<file path="config.mk">
export PLATFORM = sky130hd
export DESIGN_NAME = muldiv_unit
export DESIGN_NICKNAME = d
export VERILOG_FILES = /design/src/rtl/muldiv_unit.sv
export SDC_FILE = /design/constraint.sdc
export NUM_CORES = 1
export LEC_CHECK = 0
export ABC_AREA = 0
export CORE_MARGIN = 5
export CORE_UTILIZATION = 65
export CTS_CLUSTER_SIZE = 24
export DETAILED_ROUTE_END_ITERATION = 10
export DONT_BUFFER_PORTS = 1
export PLACE_DENSITY = 0.89
export REMOVE_ABC_BUFFERS = 1
export SKIP_CTS_REPAIR_TIMING = 1
export SLEW_MARGIN = 20
export SYNTH_ARGS = -nofsm -noshare
export SYNTH_HDL_FRONTEND = slang
export SYNTH_SLANG_ARGS = --single-unit
</file>
<file path="constraint.sdc">
create_clock -name clk -period 4.29 [get_ports clk]
set_input_delay 0.858 -clock clk [delete_from_list [all_inputs] [get_ports clk]]
set_output_delay 0.858 -clock clk [all_outputs]
set_load 0.03 [all_outputs]
</file>
<file path="src/rtl/muldiv_unit.sv">
// Iterative MIPS-style HI/LO multiply/divide unit: 32 radix-2 steps per operation.
// Optional divide datapath is built only when MULDIV_DIV_EN is defined.
module muldiv_unit #(
  parameter int WIDTH = 32
) (
  input  logic             clk,
  input  logic             reset_n,
  input  logic [WIDTH-1:0] a,
  input  logic [WIDTH-1:0] b,
  input  logic [1:0]       op,
  input  logic             start,
  input  logic             hi_we,
  input  logic             lo_we,
  input  logic [WIDTH-1:0] wdata,
  output logic [WIDTH-1:0] hi,
  output logic [WIDTH-1:0] lo,
  output logic             busy,
  output logic             done,
  output logic             div0,
  output logic [1:0]       state_dbg
);

  // Handshake: start is sampled on a rising edge only while busy=0; a taken
  // request is acknowledged by a one-cycle done pulse once HI/LO are updated.
  typedef enum logic [1:0] {S_IDLE, S_PREP, S_RUN, S_FIX} state_t;

  state_t             state, state_nxt;
  logic [WIDTH-1:0]   a_q, b_q;
  logic [1:0]         op_q;
  logic [WIDTH-1:0]   acc_hi, acc_lo, mcand;
  logic [5:0]         cnt;

  logic               a_neg, b_neg;
  logic [WIDTH-1:0]   a_mag, b_mag;
  logic [WIDTH:0]     mul_sum;
  logic [2*WIDTH-1:0] prod, prod_fix;

  assign busy      = (state != S_IDLE);
  assign state_dbg = state;

  // op[0]=0 selects the signed variants (mult, div)
  assign a_neg = ~op_q[0] & a_q[WIDTH-1];
  assign b_neg = ~op_q[0] & b_q[WIDTH-1];
  assign a_mag = a_neg ? -a_q : a_q;
  assign b_mag = b_neg ? -b_q : b_q;

  assign mul_sum  = {1'b0, acc_hi} + (acc_lo[0] ? {1'b0, mcand} : '0);
  assign prod     = {acc_hi, acc_lo};
  assign prod_fix = (a_neg ^ b_neg) ? -prod : prod;

`ifdef MULDIV_DIV_EN
  logic [WIDTH:0]   div_shift;
  logic [WIDTH-1:0] div_diff;
  logic             div_ge;
  logic [WIDTH-1:0] quo_fix, rem_fix;

  // Restoring step: remainder never exceeds the divisor, so WIDTH bits suffice
  assign div_shift = {acc_hi, acc_lo[WIDTH-1]};
  assign div_ge    = (div_shift >= {1'b0, mcand});
  assign div_diff  = div_shift[WIDTH-1:0] - mcand;
  assign quo_fix   = (a_neg ^ b_neg) ? -acc_lo : acc_lo;
  assign rem_fix   = a_neg ? -acc_hi : acc_hi;
`endif

  always_ff @(posedge clk or negedge reset_n) begin
    if (!reset_n) state <= S_IDLE;
    else          state <= state_nxt;
  end

  always_comb begin
    state_nxt = state;
    case (state)
      S_IDLE: begin
        if (start) begin
`ifdef MULDIV_DIV_EN
          state_nxt = S_PREP;
`else
          // Without a divider, divides complete immediately with no effect
          state_nxt = op[1] ? S_FIX : S_PREP;
`endif
        end
      end
      S_PREP:  state_nxt = S_RUN;
      S_RUN:   if (cnt == 6'(WIDTH - 1)) state_nxt = S_FIX;
      S_FIX:   state_nxt = S_IDLE;
      default: state_nxt = S_IDLE;
    endcase
  end

  always_ff @(posedge clk or negedge reset_n) begin
    if (!reset_n) begin
      a_q    <= '0;
      b_q    <= '0;
      op_q   <= '0;
      acc_hi <= '0;
      acc_lo <= '0;
      mcand  <= '0;
      cnt    <= '0;
      hi     <= '0;
      lo     <= '0;
      done   <= 1'b0;
      div0   <= 1'b0;
    end else begin
      done <= (state == S_FIX);
      case (state)
        S_IDLE: begin
          if (start) begin
            a_q  <= a;
            b_q  <= b;
            op_q <= op;
          end else begin
            if (hi_we) hi <= wdata;
            if (lo_we) lo <= wdata;
          end
        end
        S_PREP: begin
          acc_hi <= '0;
          acc_lo <= a_mag;
          mcand  <= b_mag;
          cnt    <= '0;
        end
        S_RUN: begin
          cnt <= cnt + 6'd1;
`ifdef MULDIV_DIV_EN
          if (op_q[1]) begin
            acc_hi <= div_ge ? div_diff : div_shift[WIDTH-1:0];
            acc_lo <= {acc_lo[WIDTH-2:0], div_ge};
          end else begin
            {acc_hi, acc_lo} <= {mul_sum, acc_lo[WIDTH-1:1]};
          end
`else
          {acc_hi, acc_lo} <= {mul_sum, acc_lo[WIDTH-1:1]};
`endif
        end
        S_FIX: begin
`ifdef MULDIV_DIV_EN
          if (op_q[1]) begin
            if (b_q == '0) begin
              lo   <= '1;
              hi   <= a_q;
              div0 <= 1'b1;
            end else begin
              lo   <= quo_fix;
              hi   <= rem_fix;
              div0 <= 1'b0;
            end
          end else begin
            {hi, lo} <= prod_fix;
            div0     <= 1'b0;
          end
`else
          if (!op_q[1]) {hi, lo} <= prod_fix;
          div0 <= 1'b0;
`endif
        end
        default: ;
      endcase
    end
  end

endmodule
</file>
# After elaboration in Yosys (flattened, before gate mapping)
# Index checks and enable logic that the tools add are counted.
[totals]
inputBits = 103
output_inout_bits = 69
elab_cells = 57
reg_bits = 235
[op_classes]
n_mux = 19
reduce_logical = 8
eq_ne = 10
n_bitwise = 4
n_addsub = 5
[ops]
columns = ["op", "n"]
rows = [
  ["$mux 32", 9],
  ["$pmux 32 s2", 4],
  ["$mux 64", 1],
  ["$neg 32->32", 2],
  ["$neg 64->64", 1],
  ["$add 32x32->33", 1],
  ["$ne 2x2->1 const B", 6],
  ["$pmux 6 s2", 1],
  ["$pmux 2 s4", 1],
  ["$reduce_and 4->1", 2],
  ["$add 6x1->6 const B", 1],
  ["$eq 6x5->1 const B", 1],
  ["$mux 2", 3],
  ["$reduce_bool 2->1", 3],
  ["$eq 2x2->1 const B", 2],
  ["$reduce_and 2->1", 2],
  ["$and 1x1->1", 2],
  ["$eq 2x1->1 const B", 1],
  ["$logic_not 2->1", 1],
  ["$not 1->1", 1],
  ["$xor 1x1->1", 1],
]

# Depth between registers and ports, before layout
# Gate-level depths: netlist (run 1).
[depth]
word_depth = 6
mapped_depth = 13
mapped_depth_nobuf = 11

# Least setup slack after synthesis (run 1)
# No wires, ideal clock.
[synth_timing]
path_kind = "reg-to-reg"
start = "reg acc_lo[0]"
end = "reg acc_hi[31]"
setup_time_ns = 0.090
slack_ns = 1.094
n_path_buf = 2
synth_period_minus_slack_ns = 3.196
arrival_time_ns = 3.106
stages_incl_launch_ff = 14
required_time_ns = 4.200
path_cell_list = "dfrtp_1 > clkbuf_1 > clkbuf_1 > and2_1 > ha_1 > inv_1 > fa_1 > nor2b_1 > o2111ai_1 > a211oi_1 > o41ai_2 > o311ai_0 > a221oi_1 > o221ai_1"
[synth_between]
elab_chain_len = 3
[synth_rtl]
columns = ["item", "line", "text"]
rows = [
  ["start: declaration", "30", "logic [WIDTH-1:0] acc_hi, acc_lo, mcand;"],
  ["start signal: assignment", "118", "acc_lo <= a_mag;"],
  ["start signal: assignment", "132", "{acc_hi, acc_lo} <= {mul_sum, acc_lo[WIDTH-1:1]};"],
  ["$mux 32", "47", "assign mul_sum = {1'b0, acc_hi} + (acc_lo[0] ? {1'b0, mcand} : '0);"],
  ["$add 32x32->33", "47", ""],
  ["$pmux 32 s2", "105", "case (state)"],
  ["end signal: assignment", "132", ""],
  ["end: declaration", "30", ""],
]
# Every way passes these cells.
# A chain may end at the register's enable or synchronous reset.

# Worst setup path after layout (run 1)
# Same ends and word-level chain as after synthesis.

==> results.toml, run 1 <==
[outcome]
status = "finished, final reports clean"

[clock_tree]
cts_root_buf = "clkbuf_16"
cts_tree = "yes"
cts_made_buffers = 26
cts-htree-levels = 1
clock-sinks = 235
max-clock-path-buffers = 3
clock_latency_ps = 550
cts.clk_slew.worst_paths_ps = 60

[logic_synthesis]
synth_area_leaders = "dfrtp_1 41%, mux2_2 7.2%, xnor2_1 5.7%"
synth.avg_cell_area_um2 = 9.418
ys_types = 70
synth-seq-area-share = 0.4116
synthArstFlopShare = 1.000
syn-instance-count = 1517
synth_area_mm2 = 0.01429
yosys_most_used_dff = "dfrtp_1"
yosysTopAreaCellShare = 0.4116
yosysWarnings = 0
ys_ff_latch = 235
synth_top_area_cell = "dfrtp_1"
synth_edf_count = 0

[grt]
grt_max_degree = 236
antenna_found_initial = 1
overflow = 0
grt_pass1_wl_mm = 62.10
grt_pass1_vias = 11586
grt_usage = 0.3094

[sta]
clock_skew_ps = 25.44
rsz0062_at_grt = "no"
setup_viol = 0
hold_viol = 0
worstMarginPinSlew_ps = 1052
max_clock_freq_mhz = 282.4
min_period_ps = 3542
slew_headroom = 0.2931
slew_viol_final = 0
fin_ws_ps = 748.4
post-route-period-util = 0.8255

[worst_setup_path]
worst_setup_path_start_kind = "register"
path_class = "register to register"
cp.arrival_ps = 3980
max_stage_delay_ps = 630
endpoint_kind = "register"
crit_chain = "buf_4 -> and2_1 -> ha_1 -> inv_1 -> fa_1 -> nor2b_1 -> o2111ai_1 -> a211oi_1 -> o41ai_2 -> o311ai_0 -> a221oi_1 -> o221ai_1"
required_ps = 4730
reg2reg_depth = 12
crit_slowest_cell = "o311ai_0"
critPathMaxFanout = 29

[pwr]
ir_worst_vdd_uv = 586.4
swShare = 0.4771
clkPwrFrac = 0.151
power.internal_uw = 7839
seqPwrFrac = 0.344
p_sw_uw = 7153
leakagePower_uw = 0.006580
power.density_mw_per_mm2 = 975.4
comb_power_share = 0.506

[floorplan]
die_area_mm2 = 0.02505
coreArea_mm2 = 0.02176
fp.dieW_um = 158.3
io_pins = 172
die_y_um = 158.3
start_util = 0.6567
std_cell_rows = 54

[layout]
drive_above_1_share = 0.1176
nets = 1622
area_growth_pct = 7.575
fin_area_mm2 = 0.01537
antenna_cells = 0

[routing]
drc = 0
dr.pass1.iters = 5
drt_iter0_drc = 1219
wl_mm = 39.06
route.vias.total = 12019
ant_nets = 0
post_drt_via_cell_ratio = 6.767
wl_per_cell_um = 21.99

[place]
dp_hpwl_mm = 28.70
place_congestion = 0.9751
place_area_mm2 = 0.01447
pre_cts_slack_ps = 800.7
io_buffer_count = 0

[hold_path]
hold_path_class = "input pin to asynchronous set/reset pin"

[flow_run]
cap_violations = 0
## power by group through the flow
stage,clock network (uW),logic [uW],registers [uW]
after floorplan,0,5710,4690
after global placement,0,7140,5090
after detailed placement,0,7410,5150
after CTS,2280,7470,5120
after global routing,2380,8270,5280
final,2260,7580,5160
## flip-flops by register name, indices dropped and copies added (netlist names)
signal,cells
acc_lo,32
done,1
state_dbg,2
acc_hi,32
b_q,32
mcand,32
op_q,2
a_q,32
cnt,6
lo,32
hi,32
## worst max-delay path: cells and delay by family, from the launching register on
family          cells  cell delay, ps
compound gates      6            1800
fa+ha+maj           2             580
buf+inv             2             300
flops               1             350
simple gates        2             390
## final timing paths
kind                              end  startpoint  slack [ps]
setup / recovery           acc_hi[31]   acc_lo[0]         750
hold / removal                 a_q[8]     reset_n          20
min in group clk              op_q[1]       op[1]         460
max in group asynchronous      a_q[6]     reset_n        3230
setup reg to reg           acc_hi[31]   acc_lo[0]         750
hold reg to reg               op_q[1]     op_q[1]         510
## metal layers
metal,track usage,wire length (um)
met2,0.4773,17600
met5,0,0
met4,0.1174,1557
met1,0.4386,16270
met3,0.05762,3621
## through the flow
| stage | power, uW | std cells | hold slack [ps] | utilization | TNS [ps] |
|---|---|---|---|---|---|
| detailed placement | 12560 | 1728 | 493.9 | 0.6652 | 0 |
| finish | 14990 | 1776 | 17.92 | 0.7065 | 0 |
| global placement | 12220 | 1728 | 484.4 | 0.6652 | 0 |
| global route | 15930 | 1776 | 2.523 | 0.7065 | 0 |
| CTS | 14870 | 1774 | -8.177 | 0.7054 | 0 |
| floorplan | 10400 | 1431 | 472.9 | - | -10820 |
## cells by family (layout without fill, tap and decap cells)
group / after synthesis / count (layout) / share of synthesized area
xor gates and xnor gates: 134 / 134 / 0.08214
and+or+nand+nor: 437 / 437 / 0.1539
adders and majority gates: 41 / 41 / 0.03643
buffers and inverters: 129 / 108 / 0.03468
DFF: 235 / 235 / 0.4116
AOI/OAI and AO/OA: 440 / 440 / 0.2030
other: 1 / 1 / 0.0002625
muxes: 100 / 100 / 0.07803
## cells in the mapped netlist (8+ instances only)
master and instances:
and3_1 8, or4_1 14, mux2_2 91, xnor2_1 93
a21o_1 62, o22ai_1 9, nor2_1 143, xor2_1 41
nor3b_1 8, inv_1 42, a31oi_1 20, nand2_1 87
or3_1 18, ha_1 40, a211oi_1 53, nand3_1 22
clkbuf_1 71, buf_1 8, nor4_1 16, nand4_1 9
and2_1 35, a22o_1 12, a21oi_1 113, nand2b_1 11
nor2b_1 9, mux2i_1 9, o21ai_0 79, o31ai_1 14
dfrtp_1 235, a41oi_1 9, nor3_1 36
## cells in the final DEF (no fill, tap or decap), drive strengths merged, types with 5 or more instances in the layout
cell type    n
a211oi      53
a21o        62
a21oi      115
a221o        6
a221oi       6
a22o        12
a31oi       20
a32o         6
a41oi        9
and2        35
and3         8
buf         17
clkbuf      36
clkinv       8
dfrtp      235
ha          40
inv         42
mux2        91
mux2i        9
nand2       87
nand2b      11
nand3       22
nand4        9
nor2       143
nor2b        9
nor3        36
nor3b        8
nor4        20
o211ai       6
o21a         5
o21ai       80
o22ai        9
o31a         6
o31ai       14
o41ai        6
or3         18
or4         16
xnor2       93
xor2        41
## area by class of cell
| class | instances | area, um2 |
|---|---|---|
| Tap cell | 280 | 350.3 |
| Sequential cell | 235 | 5881 |
| Multi-Input combinational cell | 1153 | 7954 |
| Fill cell | 1546 | 6386 |
| Clock buffer | 36 | 758.2 |
| Timing Repair Buffer | 19 | 147.6 |
| Inverter | 43 | 161.4 |
| Clock inverter | 10 | 117.6 |
Note: power is estimated with default switching activity, not from simulation.
==> run 2: changes to the inputs <==
--- a/config.mk
+++ b/config.mk
@@ -7,11 +7,11 @@
 export LEC_CHECK = 0
 export ABC_AREA = 0
 export CORE_MARGIN = 5
-export CORE_UTILIZATION = 65
+export CORE_UTILIZATION = 59
 export CTS_CLUSTER_SIZE = 24
 export DETAILED_ROUTE_END_ITERATION = 10
 export DONT_BUFFER_PORTS = 1
-export PLACE_DENSITY = 0.89
+export PLACE_DENSITY = 0.86
 export REMOVE_ABC_BUFFERS = 1
 export SKIP_CTS_REPAIR_TIMING = 1
 export SLEW_MARGIN = 20
==> constraint.sdc (replaced) <==
create_clock -name clk -period 3.2 [get_ports clk]
set_input_delay 0.64 -clock clk [delete_from_list [all_inputs] [get_ports clk]]
set_output_delay 0.64 -clock clk [all_outputs]
set_load 0.03 [all_outputs]
==> run 2 against run 1 <==
Net effect: the flow now finishes with violations (hold timing); final cell count increased by 4.7%; worst setup slack got worse by 610 ps; hold slack got worse by 250 ps; sequential power increased by 33%; via count increased by 1.1%; critical endpoint is now hi[28]; largest power group unchanged.
==> results.toml, run 2 (synthesized netlist as in run 1, its figures left out) <==
[clock_tree]
clock_latency_ps = 570
cts.clk_slew.worst_paths_ps = 60
cts_tree = "yes"
clock-sinks = 235
max-clock-path-buffers = 3
cts-htree-levels = 1
cts_root_buf = "clkbuf_16"
cts_made_buffers = 26

[grt]
grt_pass1_vias = 11828
overflow = 0
grt_max_degree = 236
grt_pass1_wl_mm = 64.80
grt_usage = 0.2823
antenna_found_initial = 1

[worst_setup_path]
path_class = "register to register"
worst_setup_path_start_kind = "register"
critPathMaxFanout = 8
endpoint_kind = "register"
ff2ff_setup_slack_ps = 140
reg2reg_depth = 6
required_ps = 3610
cp.arrival_ps = 3470

[routing]
drt_iter0_drc = 1451
post_drt_via_cell_ratio = 6.531
wl_mm = 39.86
wl_met3_mm = 3.542
wl_met2_mm = 18.45
route.vias.total = 12148
routed.top_layer = "met5"
ant_nets = 0
drc = 0
wl_per_cell_um = 21.43
wl_met1_mm = 16.63
dr.pass1.iters = 6

[layout]
drive_above_1_share = 0.1458
utilization = 0.6573
nets = 1660
multi_input_area_mm2 = 0.007980
area.sequential_mm2 = 0.005882
most-common-layout-cells = "234 x dfrtp_1, 143 x nor2_1, 111 x a21oi_1"
antenna_cells = 0
final_cells = 1860
area_growth_pct = 10.90
final_common_cell = "dfrtp_1"
fill_cells = 1907

[floorplan]
fp.dieW_um = 165.6
die_y_um = 165.6
std_cell_rows = 57
start_util = 0.5927
die_area_mm2 = 0.02743
coreArea_mm2 = 0.02411
io_pins = 172

[sta]
worstMarginPinSlew_ps = 1043
min_period_ps = 3058
setup_viol = 0
fin_tns_setup_ps = 0
post-route-period-util = 0.9556
hold_viol = 235
clock_skew_ps = 40.16
holdWs_ps = -232.8
slew_viol_final = 0
slew_headroom = 0.3050
max_clock_freq_mhz = 327.0

[place]
io_buffer_count = 0
dp_hpwl_mm = 29.35
place_congestion = 0.9509
dp_cells = 1812

[pwr]
ir_worst_vdd_uv = 727.7
power.density_mw_per_mm2 = 1303
leakagePower_uw = 0.006834

[hold_path]
hold_path_class = "input pin to asynchronous set/reset pin"

[outcome]
violations = "hold timing"
status = "finished with violations"

[flow_run]
cap_violations = 0
[run 2: area by class of cell]
type	instances	area share
multi-input cells	1153	0.5036
flip-flops and latches	235	0.3712
clock buffers	35	0.04698
repair buffers	57	0.03040
well taps	324	0.02558
clock inverters	13	0.01200
inverters	43	0.01019
[run 2: power breakdown]
part	leakage, uW	internal [uW]	switching [uW]	total [uW]
clock	0.000466	1960	1260	3220
combinational	0.00351	4580	5960	10500
sequential	0.00286	4390	2490	6880
total	0.00683	10900	9710	20600
[run 2: critical path, stage by stage (launching register included)]
cell and delay, ps:
dfrtp_1 480, or4_1 630, or4_1 580, nor2_1 450, a41oi_1 230, xnor2_1 210, a221o_1 330
[run 2: final timing paths]
| path | from | endpoint |
|---|---|---|
| min reg2reg | mcand[0] | mcand[0] |
| min in group clk | a[0] | a_q[0] |
| max in group asynchronous | reset_n | lo[1] |
| min | reset_n | a_q[0] |
| max reg2reg | acc_lo[31] | hi[28] |
| max | acc_lo[31] | hi[28] |
[run 2: routing by layer]
| metal | up-vias | GRT usage |
|---|---|---|
| met5 | - | 0 |
| met4 | 2 | 0.08357 |
| met3 | 102 | 0.06459 |
| met2 | 563 | 0.4455 |
| met1 | 5957 | 0.3931 |
| li1 | 5524 | - |
[run 2: metrics by stage]
stage / area (um2) / setup WS [ps] / total power (uW) / hold WS (ps)
final: 15850 / 141.9 / 20650 / -232.8
after global routing: 15850 / -15.00 / 21950 / -243.7
after CTS: 15800 / -76.69 / 20450 / -241.2
after detailed placement: 14870 / -38.85 / 17150 / 348.1
after global placement: 14870 / 59.31 / 16740 / 348.8
after floorplan: 13950 / -1490 / 13950 / 344.4
